<file path="config.mk">
export PLATFORM = sky130hd
export DESIGN_NAME = pipe_stage_reg
export DESIGN_NICKNAME = d
export VERILOG_FILES = /design/src/rtl/pipe_stage_reg.sv
export SDC_FILE = /design/constraint.sdc
export NUM_CORES = 1
export LEC_CHECK = 0
export CELL_PAD_IN_SITES_DETAIL_PLACEMENT = 0
export CELL_PAD_IN_SITES_GLOBAL_PLACEMENT = 1
export CORE_MARGIN = 3
export CORE_UTILIZATION = 30
export DETAILED_ROUTE_END_ITERATION = 16
export GPL_ROUTABILITY_DRIVEN = 1
export GPL_TIMING_DRIVEN = 0
export PLACE_DENSITY = 0.67
export SLEW_MARGIN = 20
export SYNTH_ARGS = -nofsm -noshare
export SYNTH_HDL_FRONTEND = slang
export SYNTH_SLANG_ARGS = --single-unit
</file>
<file path="constraint.sdc">
create_clock -name clk -period 1.74 [get_ports clk]
set_input_delay 0.348 -clock clk [delete_from_list [all_inputs] [get_ports clk]]
set_output_delay 0.348 -clock clk [all_outputs]
set_load 0.02 [all_outputs]
</file>
<file path="src/rtl/pipe_stage_reg.sv">
// Pipeline stage register with valid/ready handshake, optional 2-entry skid buffer,
// synchronous flush that inserts bubbles, and a saturating stall-cycle counter.
module pipe_stage_reg #(
    parameter int CTRL_W = 12,
    parameter int DATA_W = 111,
    parameter int SKID   = 1,
    parameter int CNT_W  = 16
) (
    input  logic              clk,
    input  logic              reset,
    input  logic              flush,
    input  logic              in_valid,
    output logic              in_ready,
    input  logic [CTRL_W-1:0] in_ctrl,
    input  logic [DATA_W-1:0] in_data,
    output logic              out_valid,
    input  logic              out_ready,
    output logic [CTRL_W-1:0] out_ctrl,
    output logic [DATA_W-1:0] out_data,
    output logic [1:0]        count,
    output logic [CNT_W-1:0]  stall_cnt
);

    logic              out_valid_reg;
    logic [CTRL_W-1:0] out_ctrl_reg;
    logic [DATA_W-1:0] out_data_reg;
    logic [CNT_W-1:0]  stall_cnt_reg;
    logic              stalled;
    logic              in_xfer;

    assign stalled   = out_valid_reg && !out_ready;
    assign in_xfer   = in_valid && in_ready;

    assign out_valid = out_valid_reg;
    assign out_ctrl  = out_ctrl_reg;
    assign out_data  = out_data_reg;
    assign stall_cnt = stall_cnt_reg;

    // Counts stalled edges regardless of flush; only reset clears it.
    always_ff @(posedge clk) begin
        if (reset) begin
            stall_cnt_reg <= '0;
        end else if (stalled && !(&stall_cnt_reg)) begin
            stall_cnt_reg <= stall_cnt_reg + 1'b1;
        end
    end

    generate
        if (SKID != 0) begin : g_skid
            logic              skid_valid_reg;
            logic [CTRL_W-1:0] skid_ctrl_reg;
            logic [DATA_W-1:0] skid_data_reg;

            // Ready depends only on held state, so out_ready never reaches in_ready.
            assign in_ready = !skid_valid_reg;
            assign count    = {1'b0, out_valid_reg} + {1'b0, skid_valid_reg};

            always_ff @(posedge clk) begin
                if (reset) begin
                    out_valid_reg  <= 1'b0;
                    out_ctrl_reg   <= '0;
                    out_data_reg   <= '0;
                    skid_valid_reg <= 1'b0;
                    skid_ctrl_reg  <= '0;
                    skid_data_reg  <= '0;
                end else if (flush) begin
                    out_valid_reg  <= 1'b0;
                    out_ctrl_reg   <= '0;
                    skid_valid_reg <= 1'b0;
                end else if (!stalled) begin
                    // in_ready is low while the skid is full, so no input arrives in that branch.
                    if (skid_valid_reg) begin
                        out_valid_reg  <= 1'b1;
                        out_ctrl_reg   <= skid_ctrl_reg;
                        out_data_reg   <= skid_data_reg;
                        skid_valid_reg <= 1'b0;
                    end else if (in_xfer) begin
                        out_valid_reg <= 1'b1;
                        out_ctrl_reg  <= in_ctrl;
                        out_data_reg  <= in_data;
                    end else begin
                        out_valid_reg <= 1'b0;
                        out_ctrl_reg  <= '0;
                    end
                end else if (in_xfer) begin
                    skid_valid_reg <= 1'b1;
                    skid_ctrl_reg  <= in_ctrl;
                    skid_data_reg  <= in_data;
                end
            end
        end else begin : g_noskid
            assign in_ready = out_ready || !out_valid_reg;
            assign count    = {1'b0, out_valid_reg};

            always_ff @(posedge clk) begin
                if (reset) begin
                    out_valid_reg <= 1'b0;
                    out_ctrl_reg  <= '0;
                    out_data_reg  <= '0;
                end else if (flush) begin
                    out_valid_reg <= 1'b0;
                    out_ctrl_reg  <= '0;
                end else if (in_xfer) begin
                    out_valid_reg <= 1'b1;
                    out_ctrl_reg  <= in_ctrl;
                    out_data_reg  <= in_data;
                end else if (out_valid_reg && out_ready) begin
                    out_valid_reg <= 1'b0;
                    out_ctrl_reg  <= '0;
                end
            end
        end
    endgenerate

endmodule

</file>
; ---- After elaboration in Yosys (flattened, before gate mapping)
; Cells that the tools add are included.
[op_classes]
eq_ne = 0
add_sub_neg = 2
mul = 0
shift = 0
n_div = 0
bitwise_logic = 2
muxes = 6
n_lt_le_gt_ge = 0
n_reduce_logical = 12
[ops]
columns = op, count
row1 = 2-to-1 mux 111 bit, 2
row2 = 2-to-1 mux 12 bit, 2
row3 = "adder 16 x 1 -> 16 bit, second input constant", 1
row4 = AND reduction 16 bit, 1
row5 = AND reduction 3 bit, 2
row6 = logical AND 1 bit, 3
row7 = zero test 1 bit, 3
row8 = OR reduction 3 bit, 1
row9 = adder 1 x 1 -> 2 bit, 1
row10 = 2-to-1 mux 1 bit, 2
row11 = NOT 1 bit, 2
row12 = nonzero test 2 bit, 1
row13 = OR reduction 2 bit, 1
[totals]
register_bits = 264
ramBits = 0
mem_count = 0
latchBits = 0
rom_bits = 0
elab_cells = 29
output_inout_bits = 143

; ---- Longest topological paths before layout
; Gate-level depths: netlist of the first run.
[logic_depth]
ltp_word = 4
depth_mapped = 8
depth_no_buf = 5

; ---- Worst setup path after synthesis of the first run
; OpenSTA, ideal clock, no wires.
[synth_path]
path_type = reg-to-reg
from = register stall_cnt_reg[2], in the netlist stall_cnt[2]
to = register stall_cnt_reg[13], in the netlist stall_cnt[13]
arrival_time_ns = 1.722
path_slack_ns = -0.053
stages_incl_launch_ff = 5
path_buffers = 0
cell_sequence = dfxtp_1 > nand4_2 > or4b_4 > or3_1 > a21oi_1
[synth_between]
elab_chain_len = 3
word_cells_on_any_way = 4
[synth_rtl]
columns = element, line_no
row1 = from (decl), 27  ; logic [CNT_W-1:0] stall_cnt_reg;
row2 = from (signal assigned), 44  ; stall_cnt_reg <= stall_cnt_reg + 1'b1;
row3 = branches (longest 3 deep; another with adder 16 x 1 -> 16 bit), n/a
; Several ways; the timed one is not identified.
; A chain may end at the register's enable or synchronous reset.

; ---- Worst setup path in the final report of the first run
[layout_path]
from = register out_valid_reg, in the netlist out_valid
to = output port count[0]
[layout_between]
elab_chain_len = 1
[layout_rtl]
columns = element, line_no
row1 = from (decl), 24  ; logic out_valid_reg;
row2 = from (signal assigned), 60  ; out_valid_reg <= 1'b0;
row3 = from (signal assigned), 67  ; out_valid_reg <= 1'b0;
row4 = from (signal assigned), 73  ; out_valid_reg <= 1'b1;
row5 = adder 1 x 1 -> 2 bit, 56  ; assign count = {1'b0, out_valid_reg} + {1'b0, skid_valid_reg};
row6 = to (decl), 20  ; output logic [1:0] count,
; Every way passes these cells.

==> results of run 1 <==
## tightest hold or removal path: stages
cell and delay [ns]:
clkdlybuf4s50_1 0.41, nand2_1 0.06, a21oi_1 0.05
## power groups by stage
stage	registers [mW]	logic [mW]	clock network, mW
6_report	6.37	1.65	6.27
5_1_grt	6.39	1.79	6.69
4_1_cts	6.38	1.62	6.46
3_5_place_dp	6.52	1.71	0
3_3_place_gp	6.51	1.71	0
2_1_floorplan	6.73	0.537	0
## layout make-up
type / count / area, um^2
multi-input combinational: 839 / 4900
clock buffer: 45 / 878
timing repair buffer: 288 / 2680
fill: 3437 / 18900
clock inverter: 8 / 92.6
tap: 448 / 561
buffer: 99 / 646
sequential: 264 / 5310
inverter: 4 / 18.8
## kinds of logic after synthesis
| logic type | Yosys count |
|---|---|
| buffers and inverters | 107 |
| AO/OA/AOI/OAI | 275 |
| AND/OR/NAND/NOR | 451 |
| adder cells (fa/ha/maj) | 2 |
| multiplexers | 111 |
| flip-flops | 264 |
## repair_timing
item	CTS	global route
buffers inserted	12	6
hold buffers	0	0
endpoints found under the setup margin	402	245
pin swaps	2	7
hold endpoints to repair	0	0
resized for setup	240	78
cloned	0	1
## worst max path at each step
| stage | to | slack (ns) |
|---|---|---|
| after floorplan | stall_cnt[13] | 0.008 |
| after global placement | out_data[100] | -1.26 |
| after detailed placement | out_data[100] | -1.27 |
| after CTS | stall_cnt[13] | -0.009 |
| after global routing | count[0] | -0.02 |
| final | count[0] | 0.04 |
## layer usage
| metal | track usage (%) | wire [um] | up-vias |
|---|---|---|---|
| met4 | 3.53 | 558 | 4 |
| li1 | - | - | 4848 |
| met3 | 4.52 | 2360 | 43 |
| met5 | 0 | 27 | - |
| met1 | 24.4 | 15800 | 4374 |
| met2 | 29.4 | 16300 | 200 |
## cells in the mapped netlist, types with 2 or more instances
library cell  count
dfxtp_1         264
nand2_1         252
mux2i_1         111
o31ai_1           5
a311o_1           2
or3_1             2
nand3_1           5
o21ai_0           4
nor4_1            3
ha_1              2
nor2_1          132
buf_1             8
or4_1             4
nand4_1           2
a21oi_1         134
nor2b_1           4
a211oi_1        124
nor3_1           21
a31oi_1           2
buf_2            35
nand3b_1          2
and3_1           14
or3_2             2
clkbuf_1         60
inv_1             4
==> key figures, run 1 <==
Placement
  – Placed Area: 0.0137 mm^2
  – Place WS: -1.27 ns
  – DP Wirelength: 24.7 mm
  – Final GP Congestion: 0.781
  – Number of I/O port buffers: 269
  – Dpl cells: 1927

Layout
  – Area Overhead vs Synth: 44.2%
  – Fin util: 44.4%
  – Highest-count cells in the layout ignoring fill and taps: nand2_1, dfxtp_1, dlygate4sd2_1
  – Antenna cells: 0
  – Final Instance Area: 0.0151 mm^2
  – Fin nets: 1656
  – Layout cells sized above 1: 11.5%
  – Final std cells w/o fill: 1995

Worst setup path
  – CP max-delay cell: dfxtp_4
  – RR Startpoint: stall_cnt[4]
  – Critical Path Start: out_valid
  – Arr. time, crit path: 1.35 ns
  – Worst-path cell chain: ha_1, buf_2
  – Critical Path Fanout Max: 6
  – Worst setup EP type: primary output
  – R2R setup slack: 0.07 ns
  – Levels on crit path: 2
  – Crit start category: flop
  – Top delay family on crit path: flip-flops
  – Reg2reg path depth: 4
  – Buf/Inv on CP: 1
  – Max stage delay on crit path: 0.36 ns
  – Critical path type: reg2out
  – Critical Path RT: 1.39 ns
  – R2r endpoint: stall_cnt[13]

Yosys
  – Mapped Cells: 1210
  – Post-synthesis xor/xnor area fraction: 0%
  – Asr flop ratio synth: 0%
  – Synth Area in Simple Gates: 17.8%
  – Synthesized flop and latch total: 264
  – Largest family of logic cells by synthesized area: simple AND/OR/NAND/NOR gates
  – Yosys top cell area share: 50.5%
  – Cell taking the most area after synthesis: dfxtp_1
  – Warnings from Yosys: 0
  – Number of flops mapped to enable cells by yosys: 0
  – Cell Area, Synth: 0.0105 mm^2
  – Synth top area cells: dfxtp_1, mux2i_1, nand2_1
  – Synth Area in Compound Gates: 16.5%
  – Syn Area/Cell: 8.64 um^2
  – Sequential fraction of the synthesis area: 50.5%
  – Post-synthesis mux area share: 10.6%
  – Top_reg_cell synth: dfxtp_1
  – Adder-cell area share of the yosys netlist: 0.239%
  – Synth Net Count: 1340
  – Netlist cell types: 37

Timing
  – FMAX: 589 MHz
  – Fin. max-slew vios: 0
  – Period Utilization, post-route: 97.5%
  – Final Hold Slack: 0.372 ns
  – Slew HR: 54.3%
  – Final hold violations: 0
  – Clock skew: 0.0107 ns
  – Final Setup Violations: 0
  – Worst-margin pin slew: 0.686 ns
  – Crit path time final: 1.70 ns
  – Fin worst setup slack: 0.0436 ns
  – RSZ-0062 raised after global routing: yes
  – TNS Setup: 0 ns

Power
  – Internal: 10.7 mW
  – Maximum vdd drop: 680 uV
  – Power, Total: 14.3 mW
  – P_sw: 3.55 mW
  – Switching Fraction: 24.8%
  – Clock power frac: 43.9%
  – Combinational Power Share: 11.5%
  – Sequential share of power: 44.6%
  – Power Density: 947 mW/mm^2
  – Leak Pwr: 5.69 nW

Clock network
  – CTS tree: done
  – Worst-path clk slew: 0.06 ns
  – Root buffer cell: clkbuf_16
  – CTS Buf Count: 30
  – Clock Path Buffers: 3
  – Htree depth: 1
  – Clock sinks: 264
  – Clock latency on the worst-skew pair: 0.55 ns

Floorplanning
  – Die Y: 193 um
  – Core Region: 0.0340 mm^2
  – Initial Util: 30.8%
  – Row cnt: 67
  – Die X-Extent: 193 um
  – Die area: 0.0371 mm^2
  – I/O Pins: 271

Routing
  – Wirelength, routed: 35.1 mm
  – Number of remaining DRC errors: 0
  – Final ANT Viol Nets: 0
  – Vias: 9469
  – Avg Vias per Cell: 4.75
  – Wire per inst: 17.6 um
  – Drt initial violations: 309
  – Detailed Routing Iterations Pass 1: 5

GRT
  – Total GRT Usage: 18.1%
  – First-pass GRT wire length: 53.1 mm
  – Vias in the first global route: 9153
  – Initial antenna violation count: 2
  – Grt total ovfl: 0
  – Largest net degree at the start of global routing: 15

Min path
  – WHS Endpoint: g_skid.skid_ctrl_reg[4]
  – Hold path start: in_ctrl[4]
  – Hold Path Depth: 3
  – Worst Hold Class: in2reg

Outcome
  – Status: finished clean

Run
  – Max-cap violations: 0
(Power assumes the default switching activity.)
==> run 2: changes to the inputs <==
--- a/config.mk
+++ b/config.mk
@@ -5,6 +5,7 @@
 export SDC_FILE = /design/constraint.sdc
 export NUM_CORES = 1
 export LEC_CHECK = 0
+export CAP_MARGIN = 15
 export CELL_PAD_IN_SITES_DETAIL_PLACEMENT = 0
 export CELL_PAD_IN_SITES_GLOBAL_PLACEMENT = 1
 export CORE_MARGIN = 3
@@ -17,3 +18,4 @@
 export SYNTH_ARGS = -nofsm -noshare
 export SYNTH_HDL_FRONTEND = slang
 export SYNTH_SLANG_ARGS = --single-unit
+export TNS_END_PERCENT = 100
==> results of run 2 <==
The final DEF is identical to that of run 1; final timing and power are the same.
==> run 3: changes to the inputs <==
--- a/config.mk
+++ b/config.mk
@@ -9,11 +9,11 @@
 export CELL_PAD_IN_SITES_DETAIL_PLACEMENT = 0
 export CELL_PAD_IN_SITES_GLOBAL_PLACEMENT = 1
 export CORE_MARGIN = 3
-export CORE_UTILIZATION = 30
+export CORE_UTILIZATION = 32
 export DETAILED_ROUTE_END_ITERATION = 16
 export GPL_ROUTABILITY_DRIVEN = 1
 export GPL_TIMING_DRIVEN = 0
-export PLACE_DENSITY = 0.67
+export PLACE_DENSITY = 0.71
 export SLEW_MARGIN = 20
 export SYNTH_ARGS = -nofsm -noshare
 export SYNTH_HDL_FRONTEND = slang
==> run 3 against run 2 <==
Highest routed layer unchanged. Combinational power hardly changed. Final cell count is 0.75% lower. Setup slack worse by 0.010 ns. Register-to-register slack worse by 0.02 ns. Routed wire length is 2.3% lower. Global-route usage is 0.72 points higher. Critical path depth is 5 higher. Sequential power hardly changed.
==> key figures, run 3 (synthesis results as in run 1) <==
Routing
  – Number of remaining DRC errors: 0
  – Wire per inst: 17.3 um
  – Drt initial violations: 351
  – Vias: 9583
  – Detailed Routing Iterations Pass 1: 6
  – Wirelength, routed: 34.3 mm
  – Final ANT Viol Nets: 0
  – Avg Vias per Cell: 4.84

Layout
  – Highest-count cells in the layout ignoring fill and taps: nand2_1, dfxtp_1, dlygate4sd2_1
  – Layout cells sized above 1: 10.7%
  – Fin nets: 1652
  – Area Overhead vs Synth: 43.6%
  – Filler cells: 3244
  – Final Instance Area: 0.0150 mm^2

Timing
  – Fin. max-slew vios: 0
  – RSZ-0062 raised after global routing: yes
  – Crit path time final: 1.71 ns
  – Slew HR: 55.1%
  – Worst-margin pin slew: 0.673 ns
  – Final hold violations: 0
  – Period Utilization, post-route: 98.1%
  – Final Setup Violations: 0
  – Clock skew: 0.0105 ns
  – FMAX: 586 MHz

Placement
  – DP Wirelength: 24.0 mm
  – Final GP Congestion: 0.779
  – Number of I/O port buffers: 269
  – Placed Area: 0.0137 mm^2

Clock network
  – Worst-path clk slew: 0.06 ns
  – Clock latency on the worst-skew pair: 0.54 ns
  – Clock sinks: 264
  – Root buffer cell: clkbuf_16
  – Clock Path Buffers: 3
  – CTS Buf Count: 31
  – CTS tree: done
  – Htree depth: 1

GRT
  – Total GRT Usage: 18.8%
  – First-pass GRT wire length: 53.2 mm
  – Largest net degree at the start of global routing: 15
  – Initial antenna violation count: 6
  – Vias in the first global route: 9203
  – Grt total ovfl: 0

Power
  – Leak Pwr: 5.66 nW
  – Power, Total: 14.2 mW
  – Power Density: 946 mW/mm^2
  – Maximum vdd drop: 675 uV

Floorplanning
  – Die X-Extent: 187 um
  – Initial Util: 32.8%
  – Core Region: 0.0319 mm^2
  – Row cnt: 65
  – Die area: 0.0349 mm^2
  – I/O Pins: 271
  – Die Y: 187 um

Worst setup path
  – Worst-path cell chain: clkdlybuf4s50_1, nor2_4, nor3_4, buf_12, clkbuf_8, buf_2, a211oi_1
  – Top delay family on crit path: buffers and inverters
  – Critical Path Fanout Max: 10
  – Crit start category: input port
  – Worst setup EP type: flop
  – Buf/Inv on CP: 4
  – Critical Path RT: 2.14 ns
  – Critical path type: in2reg
  – CP max-delay cell: clkdlybuf4s50_1
  – Arr. time, crit path: 2.11 ns
  – Max stage delay on crit path: 0.72 ns

Outcome
  – Status: finished clean

Min path
  – Worst Hold Class: in2reg

Run
  – Max-cap violations: 0
[run 3: cell count changes in the layout (fill, tap and decap cells not counted), sizes merged]
cell           change
buf                -9
bufinv             -1
clkbuf             +6
clkdlybuf4s15      +2
clkinvlp           -1
diode              +2
dlygate4sd2        -1
[run 3: path summary, 6_finish.rpt]
kind,to,start,cells after the start,slack (ns)
worst min-delay path,g_skid.skid_data_reg[110],in_data[110],3,0.37
worst min register to register,g_skid.skid_data_reg[6],g_skid.skid_data_reg[6],2,0.45
worst max register to register,out_data[43],out_valid,7,0.05
worst max-delay path,out_data[43],in_valid,7,0.03
[run 3: worst reg2reg max path: cells and delay by family, from the launching register on]
| kind | cells | cell delay (ns) |
|---|---|---|
| buf+inv | 4 | 0.78 |
| compound gates | 1 | 0.12 |
| flops | 1 | 0.36 |
| simple gates | 2 | 0.29 |
[run 3: layout make-up]
class / count / area [um^2] / area share, %
clock buffers: 48 / 920 / 6.12
well taps: 435 / 544 / 3.62
clock inverters: 6 / 55.1 / 0.367
flip-flops and latches: 264 / 5320 / 35.4
inverters: 4 / 18.8 / 0.125
repair buffers: 285 / 2680 / 17.8
multi-input cells: 839 / 4880 / 32.5
diodes: 2 / 5.00 / 0.0333
plain buffers: 97 / 609 / 4.06
[run 3: where the power goes]
group	switching, mW	internal (mW)	leakage (nW)
registers	0.113	6.25	2.16
clock network	2.49	3.73	0.484
logic	0.901	0.720	3.01
[run 3: routing by layer]
layer | track usage, % | vias to the layer above | wire (um)
li1 | - | 4825 | -
met1 | 24.9 | 4483 | 15500
met2 | 30.6 | 207 | 15800
met3 | 4.43 | 60 | 2030
met4 | 5.50 | 8 | 964
met5 | 0 | - | 47
[run 3: timing repair]
item                       CTS  global route
resized for setup          232            55
setup endpoints to repair  397           195
hold buffers                 0             0
buffers inserted             7             9
pin swaps                    2             4
[run 3: per-stage QoR]
step | setup TNS [ns] | util (%) | setup WS [ns] | hold slack (ns) | std cells
2_1_floorplan | 0 | - | 0.00797 | 0.436 | 1210
3_3_place_gp | -243.64 | 43.0 | -1.19 | 0.441 | 1914
3_5_place_dp | -246.20 | 43.0 | -1.16 | 0.446 | 1914
4_1_cts | 0 | 46.4 | 0.000324 | 0.348 | 1972
5_1_grt | -0.0401 | 47.1 | -0.0151 | 0.375 | 1980
6_report | 0 | 47.1 | 0.0333 | 0.373 | 1980
